--- config.mk ---
export PLATFORM = sky130hd
export DESIGN_NAME = serialize
export DESIGN_NICKNAME = d
export VERILOG_FILES = /design/src/rtl/serialize_pkg.sv /design/src/rtl/serialize.sv
export SDC_FILE = /design/constraint.sdc
export NUM_CORES = 1
export LEC_CHECK = 0
export ABC_AREA = 1
export CAP_MARGIN = 20
export CORE_MARGIN = 3
export CORE_UTILIZATION = 47
export CTS_BUF_LIST = sky130_fd_sc_hd__clkbuf_2 sky130_fd_sc_hd__clkbuf_4 sky130_fd_sc_hd__clkbuf_8
export DETAILED_ROUTE_END_ITERATION = 16
export PLACE_DENSITY = 0.82
export SLEW_MARGIN = 20
export SYNTH_ARGS = -nofsm -noshare
export SYNTH_HDL_FRONTEND = slang
export SYNTH_SLANG_ARGS = --single-unit
--- constraint.sdc ---
create_clock -name clk -period 5.63 [get_ports clk]
set_input_delay 1.126 -clock clk [delete_from_list [all_inputs] [get_ports clk]]
set_output_delay 1.126 -clock clk [all_outputs]
set_load 0.005 [all_outputs]
--- src/rtl/serialize_pkg.sv ---
// Shared definitions for the serializer: the count-field width helper and the
// wide-word field layout used by upstream packers and the bench.
package serialize_pkg;

  typedef enum logic {
    IDLE,
    BUSY
  } state_t;

  function automatic int nw(int num);
    return $clog2(num + 1);
  endfunction

  // Element i sits at elem_lsb(i, width); the active count sits directly above all elements.
  function automatic int elem_lsb(int i, int width);
    return i * width;
  endfunction

  function automatic int count_lsb(int num, int width);
    return num * width;
  endfunction

  localparam int DEF_NUM       = 4;
  localparam int DEF_WIDTH     = 16;
  localparam int DEF_COUNT_LSB = DEF_NUM * DEF_WIDTH;
  localparam int DEF_COUNT_W   = $clog2(DEF_NUM + 1);

endpackage

--- src/rtl/serialize.sv ---
// Wide-to-narrow stream serializer: one NUM-element word in, one element per
// cycle out with eot on the last, bubble-free handover between words.
module serialize
  import serialize_pkg::*;
#(
  parameter  int NUM    = 4,
  parameter  int WIDTH  = 16,
  parameter  int ACTIVE = 0,
  localparam int CW     = $clog2(NUM),
  localparam int NW     = nw(NUM),
  localparam int DIN    = NUM * WIDTH + ((ACTIVE != 0) ? NW : 0),
  localparam int DOUT   = WIDTH + 1
) (
  input  logic            clk,
  input  logic            rst,
  input  logic            din_valid,
  output logic            din_ready,
  input  logic [DIN-1:0]  din_data,
  output logic            dout_valid,
  input  logic            dout_ready,
  output logic [DOUT-1:0] dout_data
);

  state_t               state;
  state_t               state_next;
  logic [CW-1:0]        idx;
  logic [CW-1:0]        last_idx;
  logic [CW-1:0]        load_last;
  logic [NW-1:0]        cnt;
  logic [NUM*WIDTH-1:0] data_buf;
  logic                 busy;
  logic                 at_last;
  logic                 load;
  logic                 advance;
  logic                 load_empty;

  assign busy    = (state == BUSY);
  assign at_last = (idx == last_idx);
  // rst suppresses both handshakes even though din_ready reads 1 during reset
  assign load    = din_valid & din_ready & ~rst;
  assign advance = dout_valid & dout_ready & ~rst;

  always_comb begin
    cnt        = '0;
    load_last  = CW'(NUM - 1);
    load_empty = 1'b0;
    if (ACTIVE != 0) begin
      cnt = din_data[DIN-1 -: NW];
      if (cnt == '0) begin
        load_empty = 1'b1;
      end else if (int'(cnt) < NUM) begin
        load_last = CW'(int'(cnt) - 1);
      end
    end
  end

  always_ff @(posedge clk) begin
    if (rst) begin
      state <= IDLE;
    end else begin
      state <= state_next;
    end
  end

  // A load on the last advance wins over returning to IDLE.
  always_comb begin
    state_next = state;
    if (load) begin
      state_next = load_empty ? IDLE : BUSY;
    end else if (advance && at_last) begin
      state_next = IDLE;
    end
  end

  always_comb begin
    dout_valid = busy & ~rst;
    din_ready  = rst | ~busy | (dout_ready & at_last);
    dout_data  = {at_last, data_buf[idx*WIDTH +: WIDTH]};
  end

  always_ff @(posedge clk) begin
    if (rst) begin
      idx      <= '0;
      last_idx <= '0;
    end else if (load) begin
      data_buf <= din_data[NUM*WIDTH-1:0];
      idx      <= '0;
      last_idx <= load_last;
    end else if (advance && !at_last) begin
      idx <= idx + 1'b1;
    end
  end

endmodule
# == After elaboration in Yosys (flattened, before gate mapping) ==
# Index checks and enable logic that the tools add are counted.
# word_totals
reg_bits,68
input_bits,68
out_inout_bits,19
wordCells,25
# op_classes
n_addsub,1
n_eq_ne,1
n_shift,1
muxes,2
bitwise_logic,10
n_reduce_logical,6
# ops
operator,n
$shiftx 64x7->16,1
$and 1x1->1,6
$add 2x1->2 const B,1
$eq 2x2->1,1
$logic_and 1x1->1,2
$mux 1,2
$not 1->1,2
$or 1x1->1,2
$reduce_and 2->1,1
$reduce_bool 2->1,1
$reduce_or 2->1,1
$logic_not 1->1,1

# == Depth between registers and ports, before layout ==
# Gate-level depths: netlist of the first run.
# depth
ltp_word,7
depth_mapped,8
ltp_nobuf,7

# == Least setup slack after synthesis of the first run ==
# No wires, ideal clock.
# synth_timing
path_type,input-to-reg
startpoint,input port rst
endpoint,"register data_buf[0], enable pin"
setup_ns,0.486
arrival_time_ns,4.152
required_ns,5.144
slack_ns,0.992
cell_stages,6
n_path_buf,0
cell_sequence,inv_1 > nand2_1 > inv_1 > nand2_2 > nand2_4 > nor2_1
# synth_via
elab_chain_cells,5
word_cells_on_any_way,6
classes_between,bitwise (5); reduce/logical (1)
# synth_rtl
item,line_no,text
start: declaration,serialize.sv:15,"input logic rst,"
$or 1x1->1 (2 in a row),serialize.sv:77,din_ready = rst | ~busy | (dout_ready & at_last);
via din_ready,serialize.sv:17,"output logic din_ready,"
$and 1x1->1 (2 in a row),serialize.sv:40,assign load = din_valid & din_ready & ~rst;
via load,serialize.sv:33,logic load;
$reduce_and 2->1 (no line),-,
end signal: assignment,serialize.sv:86,data_buf <= din_data[NUM*WIDTH-1:0];
end: declaration,serialize.sv:30,logic [NUM*WIDTH-1:0] data_buf;
# The timed path passes the listed nets, and every way through them passes these cells.
# A chain may end at the register's enable or synchronous reset.

# == Worst setup path after layout of the first run ==
# layout_timing
startpoint,input port rst
endpoint,output port din_ready
# layout_via
elab_chain_cells,2
# layout_rtl
item,line_no
$or 1x1->1 (2 in a row),serialize.sv:77
end: declaration,serialize.sv:17
# No other way between the ends.

==> results of run 1 <==
==> logic make-up after synthesis <==
group	count (synthesis)	synth area share [%]
DFF	68	77.86
AOI/OAI and AO/OA	21	6.034
and+or+nand+nor	67	12.60
buffers and inverters	15	3.503
==> synthesized netlist by cell type <==
| library cell | count |
|---|---|
| buf_2 | 3 |
| nand2_2 | 3 |
| a21oi_2 | 1 |
| inv_2 | 1 |
| buf_4 | 2 |
| nand2_4 | 1 |
| nor2_1 | 5 |
| nor2_4 | 2 |
| dfxtp_1 | 4 |
| nand3_1 | 34 |
| o21a_1 | 1 |
| o21ai_2 | 1 |
| buf_6 | 3 |
| nand2_1 | 22 |
| a22oi_1 | 16 |
| edfxtp_1 | 64 |
| inv_1 | 6 |
| a21oi_1 | 1 |
| o21ai_0 | 1 |
==> tightest hold or removal path: stages, from the launching register on <==
cell and delay, ps:
dfxtp_1 320, inv_1 80, a21oi_2 50
==> report_power, final <==
| part | switching [W] | internal, W | total (W) |
|---|---|---|---|
| clock network | 0.000155 | 0.000148 | 0.000303 |
| registers | 0.00000590 | 0.000580 | 0.000586 |
| logic | 0.0000304 | 0.0000595 | 0.0000899 |
| total | 0.000191 | 0.000788 | 0.000979 |
==> registers in the layout (all words and copies together), names as in the netlist <==
name and cells:
data_buf 64, idx 2, busy 1, last_idx 1
==> area by class of cell <==
class                   instances  area share (%)
repair buffers                 90           24.48
clock buffers                   9           3.403
multi-input cells              88           13.37
well taps                      70           2.406
inverters                       7          0.7219
clock inverters                 6          0.6188
flip-flops and latches         68           55.00
==> metal layers <==
layer / track usage (%) / vias up
met2: 30.71 / 64
li1: - / 823
met1: 20.88 / 791
met3: 5.982 / 7
met5: 0 / -
met4: 7.095 / 0
==> worst paths after layout <==
path	from	endpoint	slack, ps	cells past startpoint
hold reg to reg	last_idx[0]	last_idx[0]	500	2
setup / recovery	rst	din_ready	1830	6
hold / removal	last_idx[0]	last_idx[0]	500	2
setup reg to reg	idx[0]	data_buf[2]	2830	8
==> stage by stage <==
step / power, W / util, % / instance area, um2
floorplan: 0.0006205 / - / 2571
global placement: 0.0006844 / 67.12 / 3493
detailed placement: 0.0006875 / 67.12 / 3493
CTS: 0.0009926 / 69.93 / 3640
global route: 0.001026 / 69.93 / 3640
finish: 0.0009792 / 69.93 / 3640
==> qor.txt, run 1 <==
Clock Skew - 7.776 ps
Max FO, Critical Path - 4
Leak - 1.247 nW
Critical path, cell by cell - clkdlybuf4s50_1 -> inv_1 -> nand2_1 -> inv_1 -> nand2_2 -> clkdlybuf4s50_1
Layout area overhead - 41.56%
Gate family responsible for the most delay along the worst path - buffers and inverters
Via count - 1685
Dpl cells - 323
First-pass GRT wire length - 8480 um
Yosys warning total - 0
Critical Path RT - 4500 ps
Synth unique cells - 19
Post-CTS setup buffers - 0
Initial Util - 49.40%
Post-Synthesis Cells - 171
Multi-input logic area - 486.7 um2
Reg area - 2002 um2
Top post-synthesis cells by area - edfxtp_1, nand3_1, a22oi_1, nand2_1, dfxtp_1
Post-CTS Hold Buffers - 0
Initial antenna violation count - 0
Placer's final routability congestion estimate - 0.7543
Clock buffer depth - 2
Final min period - 3800 ps
CTS tree - yes
Overall die height - 79.97 um
ANT nets after route - 0
Top routing layer used - met4
Worst Path Buf+Inv - 4
Core ar. - 5205 um2
Commonest non-fill, non-tap cells in the layout - clkdlybuf4s50_1, edfxtp_1, nand3_1, nand2_1, a22oi_1
Final wirelength - 5342 um
# DRC - 0
Worst VDD drop - 0.2022 mV
Num Clock Sinks - 68
Final cell count without fillers - 338
Layout cells sized above 1 - 8.582%
Largest net degree at the start of global routing - 35
Setup TNS - 0 ps
Post-synth top area cell - edfxtp_1
Worst-margin pin slew - 830.3 ps
Average size of a mapped cell - 15.04 um2
Post-DP HPWL - 3704 um
DR WL met2 - 2782 um
HP Class - flip-flop to flip-flop
Critical path type - primary input to primary output
PnR worst setup slack - 1830 ps
DIE AREA - 6394 um2
# fillers - 365
# rows - 26
Share of synthesized area occupied by flip-flops and latches - 77.86%
Status - completed
WHS - 497.7 ps
Root Buffer - clkbuf_8
Die Span X - 79.97 um
Via-per-instance ratio - 4.985
Clock Pin Slew Worst Setup and Hold Paths - 70 ps
Met1 WL - 2126 um
GR Util All Layers - 18.02%
Mapped Area - 2571 um2
Mapped Nets - 239
H-Tree Depth - 3
Seq cells post-synth - 68
I/O Buffers - 86
Cell Pwr Density - 269.0 nW/um2
Post_cts resized - 0
Most common cell after layout, fill and taps aside - clkdlybuf4s50_1
CTS Buf Count - 9
Max_cap viols - 0
Setup-failing EPs final - 0
Fmax - 263.2 MHz
Final Hold Violating Endpoints - 0
Dpl ws - 1847 ps
Fin crit share - 67.50%
Congestion Overflow GR - 0
Relative slew slack - 44.51%
Worst-skew pair later-pin latency - 320 ps
RSZ-0062 raised after global routing - no
Boundary Pins - 87
DR pass1 iterations - 5
Fin. max-slew vios - 0
Number of global-route vias before repair - 1803
Slowest stage delay, CP - 630 ps
Starting DRT DRC Count - 59
Post-layout nets - 332
Post-DR wirelength/cell - 15.80 um
WP data arrival - 2670 ps
Synth top area share - 74.74%
Antenna cells - 0
Worst path slowest cell - clkdlybuf4s50_1
Routed wl met3 - 376 um
Worst Setup End Kind - primary output
Worst setup SP type - primary input
(Power assumes the default switching activity.)
==> inputs of run 2 (changes only) <==
--- a/config.mk
+++ b/config.mk
@@ -8,10 +8,10 @@
 export ABC_AREA = 1
 export CAP_MARGIN = 20
 export CORE_MARGIN = 3
-export CORE_UTILIZATION = 47
+export CORE_UTILIZATION = 42
 export CTS_BUF_LIST = sky130_fd_sc_hd__clkbuf_2 sky130_fd_sc_hd__clkbuf_4 sky130_fd_sc_hd__clkbuf_8
 export DETAILED_ROUTE_END_ITERATION = 16
-export PLACE_DENSITY = 0.82
+export PLACE_DENSITY = 0.78
 export SLEW_MARGIN = 20
 export SYNTH_ARGS = -nofsm -noshare
 export SYNTH_HDL_FRONTEND = slang
==> constraint.sdc (replaced) <==
create_clock -name clk -period 3 [get_ports clk]
set_input_delay 0.6 -clock clk [delete_from_list [all_inputs] [get_ports clk]]
set_output_delay 0.6 -clock clk [all_outputs]
set_load 0.005 [all_outputs]
==> qor.txt, run 2 (same netlist as run 1, synthesis figures left out) <==
Setup-failing EPs final - 0 (unchanged)
Post-layout nets - 334 (was 332)
Dpl cells - 327 (was 323)
Starting DRT DRC Count - 109 (was 59)
Core ar. - 5709 um2 (was 5205 um2)
Critical Path RT - 2400 ps (was 4500 ps)
Most flop-heavy register - data_buf (unchanged)
Fmax - 362.5 MHz
Initial Util - 45.04% (was 49.40%)
Root Buffer - clkbuf_8 (unchanged)
Via count - 1723 (was 1685)
Num Clock Sinks - 68 (unchanged)
Congestion Overflow GR - 0 (unchanged)
Post_cts resized - 0 (unchanged)
Status - completed (unchanged)
Post-DP HPWL - 3720 um (was 3704 um)
Fin. max-slew vios - 0 (unchanged)
WHS - 517.0 ps (was 497.7 ps)
Final Hold Violating Endpoints - 0 (unchanged)
I/O Buffers - 86 (unchanged)
Worst setup SP type - flip-flop (was primary input)
# fillers - 451 (was 365)
Most common cell after layout, fill and taps aside - clkdlybuf4s50_1 (unchanged)
RSZ-0062 raised after global routing - no (unchanged)
HP Class - flip-flop to flip-flop (unchanged)
First-pass GRT wire length - 8742 um (was 8480 um)
GR Util All Layers - 16.15% (was 18.02%)
Antenna cells - 0 (unchanged)
Worst-skew pair later-pin latency - 330 ps (was 320 ps)
Worst Setup End Kind - primary output (unchanged)
Overall die height - 84.24 um (was 79.97 um)
H-Tree Depth - 3 (unchanged)
Final wirelength - 5362 um (was 5342 um)
DR pass1 iterations - 4 (was 5)
ANT nets after route - 0 (unchanged)
Via-per-instance ratio - 5.038 (was 4.985)
Clock Skew - 8.860 ps (was 7.776 ps)
Layout cells sized above 1 - 10.00% (was 8.582%)
Final min period - 2759 ps
CTS tree - yes (unchanged)
Layout area overhead - 42.92% (was 41.56%)
# rows - 27 (was 26)
Overall power - 0.001864 W (was 0.0009792 W)
Commonest non-fill, non-tap cells in the layout - clkdlybuf4s50_1, edfxtp_1, nand3_1, nand2_1, a22oi_1 (unchanged)
Placer's final routability congestion estimate - 0.7578 (was 0.7543)
Worst-margin pin slew - 480.2 ps (was 830.3 ps)
Setup TNS - 0 ps (unchanged)
Leak - 1.267 nW (was 1.247 nW)
Largest register FFs - 64 (unchanged)
WP data arrival - 2160 ps (was 2670 ps)
Post-CTS setup buffers - 0 (unchanged)
Util after Layout - 64.37% (was 69.93%)
Critical path type - flip-flop to primary output (was primary input to primary output)
Clock buffer depth - 2 (unchanged)
Boundary Pins - 87 (unchanged)
Clock Pin Slew Worst Setup and Hold Paths - 70 ps (about the same)
Final cell count without fillers - 342 (was 338)
Die Span X - 84.24 um (was 79.97 um)
# DRC - 0 (unchanged)
Initial antenna violation count - 0 (unchanged)
Largest net degree at the start of global routing - 65 (was 35)
Post-DR wirelength/cell - 15.68 um (was 15.80 um)
Relative slew slack - 67.91% (was 44.51%)
Post-CTS Hold Buffers - 0 (unchanged)
R2R Setup Slk - 1020 ps (was 2830 ps)
DIE AREA - 7096 um2 (was 6394 um2)
Fin crit share - 91.97%
Number of global-route vias before repair - 1863 (was 1803)
Max FO, Critical Path - 17 (was 4)
Biggest regs - data_buf: 64 flops, idx: 2 flops (unchanged)
Worst VDD drop - 0.3266 mV (was 0.2022 mV)
CTS Buf Count - 9 (unchanged)
Max_cap viols - 0 (unchanged)
Cell Pwr Density - 507.2 nW/um2 (was 269.0 nW/um2)
run 2: area by class of cell:
type,instances,area (um2),area share [%]
inverter,7,26.28,0.7150
multi-input combinational,88,486.7,13.24
tap,72,90.09,2.451
clock inverter,5,20.02,0.5448
sequential,68,2002,54.48
timing repair buffer,92,918.4,24.99
clock buffer,10,131.4,3.575
run 2: path summary, 6_finish.rpt:
path | from | to | cells after the start
max | idx[1] | dout_data[12] | 5
min reg2reg | last_idx[0] | last_idx[0] | 2
max reg2reg | idx[1] | data_buf[43] | 8
min | last_idx[0] | last_idx[0] | 2
run 2: critical path, stage by stage (launching register included):
cell	delay (ps)
dfxtp_1	440
buf_4	230
nor2_4	400
a22oi_1	140
nand3_1	100
clkdlybuf4s50_1	510
run 2: through the flow:
stage / worst slack [ps] / cell area [um2]
finish: 241.0 / 3675
global route: 30.19 / 3675
CTS: 172.3 / 3675
detailed placement: 289.6 / 3523
global placement: 379.8 / 3523
floorplan: 691.8 / 2579
run 2: routing by layer:
layer  track usage (%)  routed length, um  vias to the layer above
li1                  -                  -                      831
met5                 0                  0                        -
met3             5.397                399                       11
met4             6.433                 86                        0
met1             18.06               2094                      817
met2             28.34               2782                       64
run 2: power breakdown:
| group | switching (W) | internal (W) |
|---|---|---|
| sequential | 0.0000111 | 0.00109 |
| clock | 0.000302 | 0.000292 |
| combinational | 0.0000571 | 0.000114 |
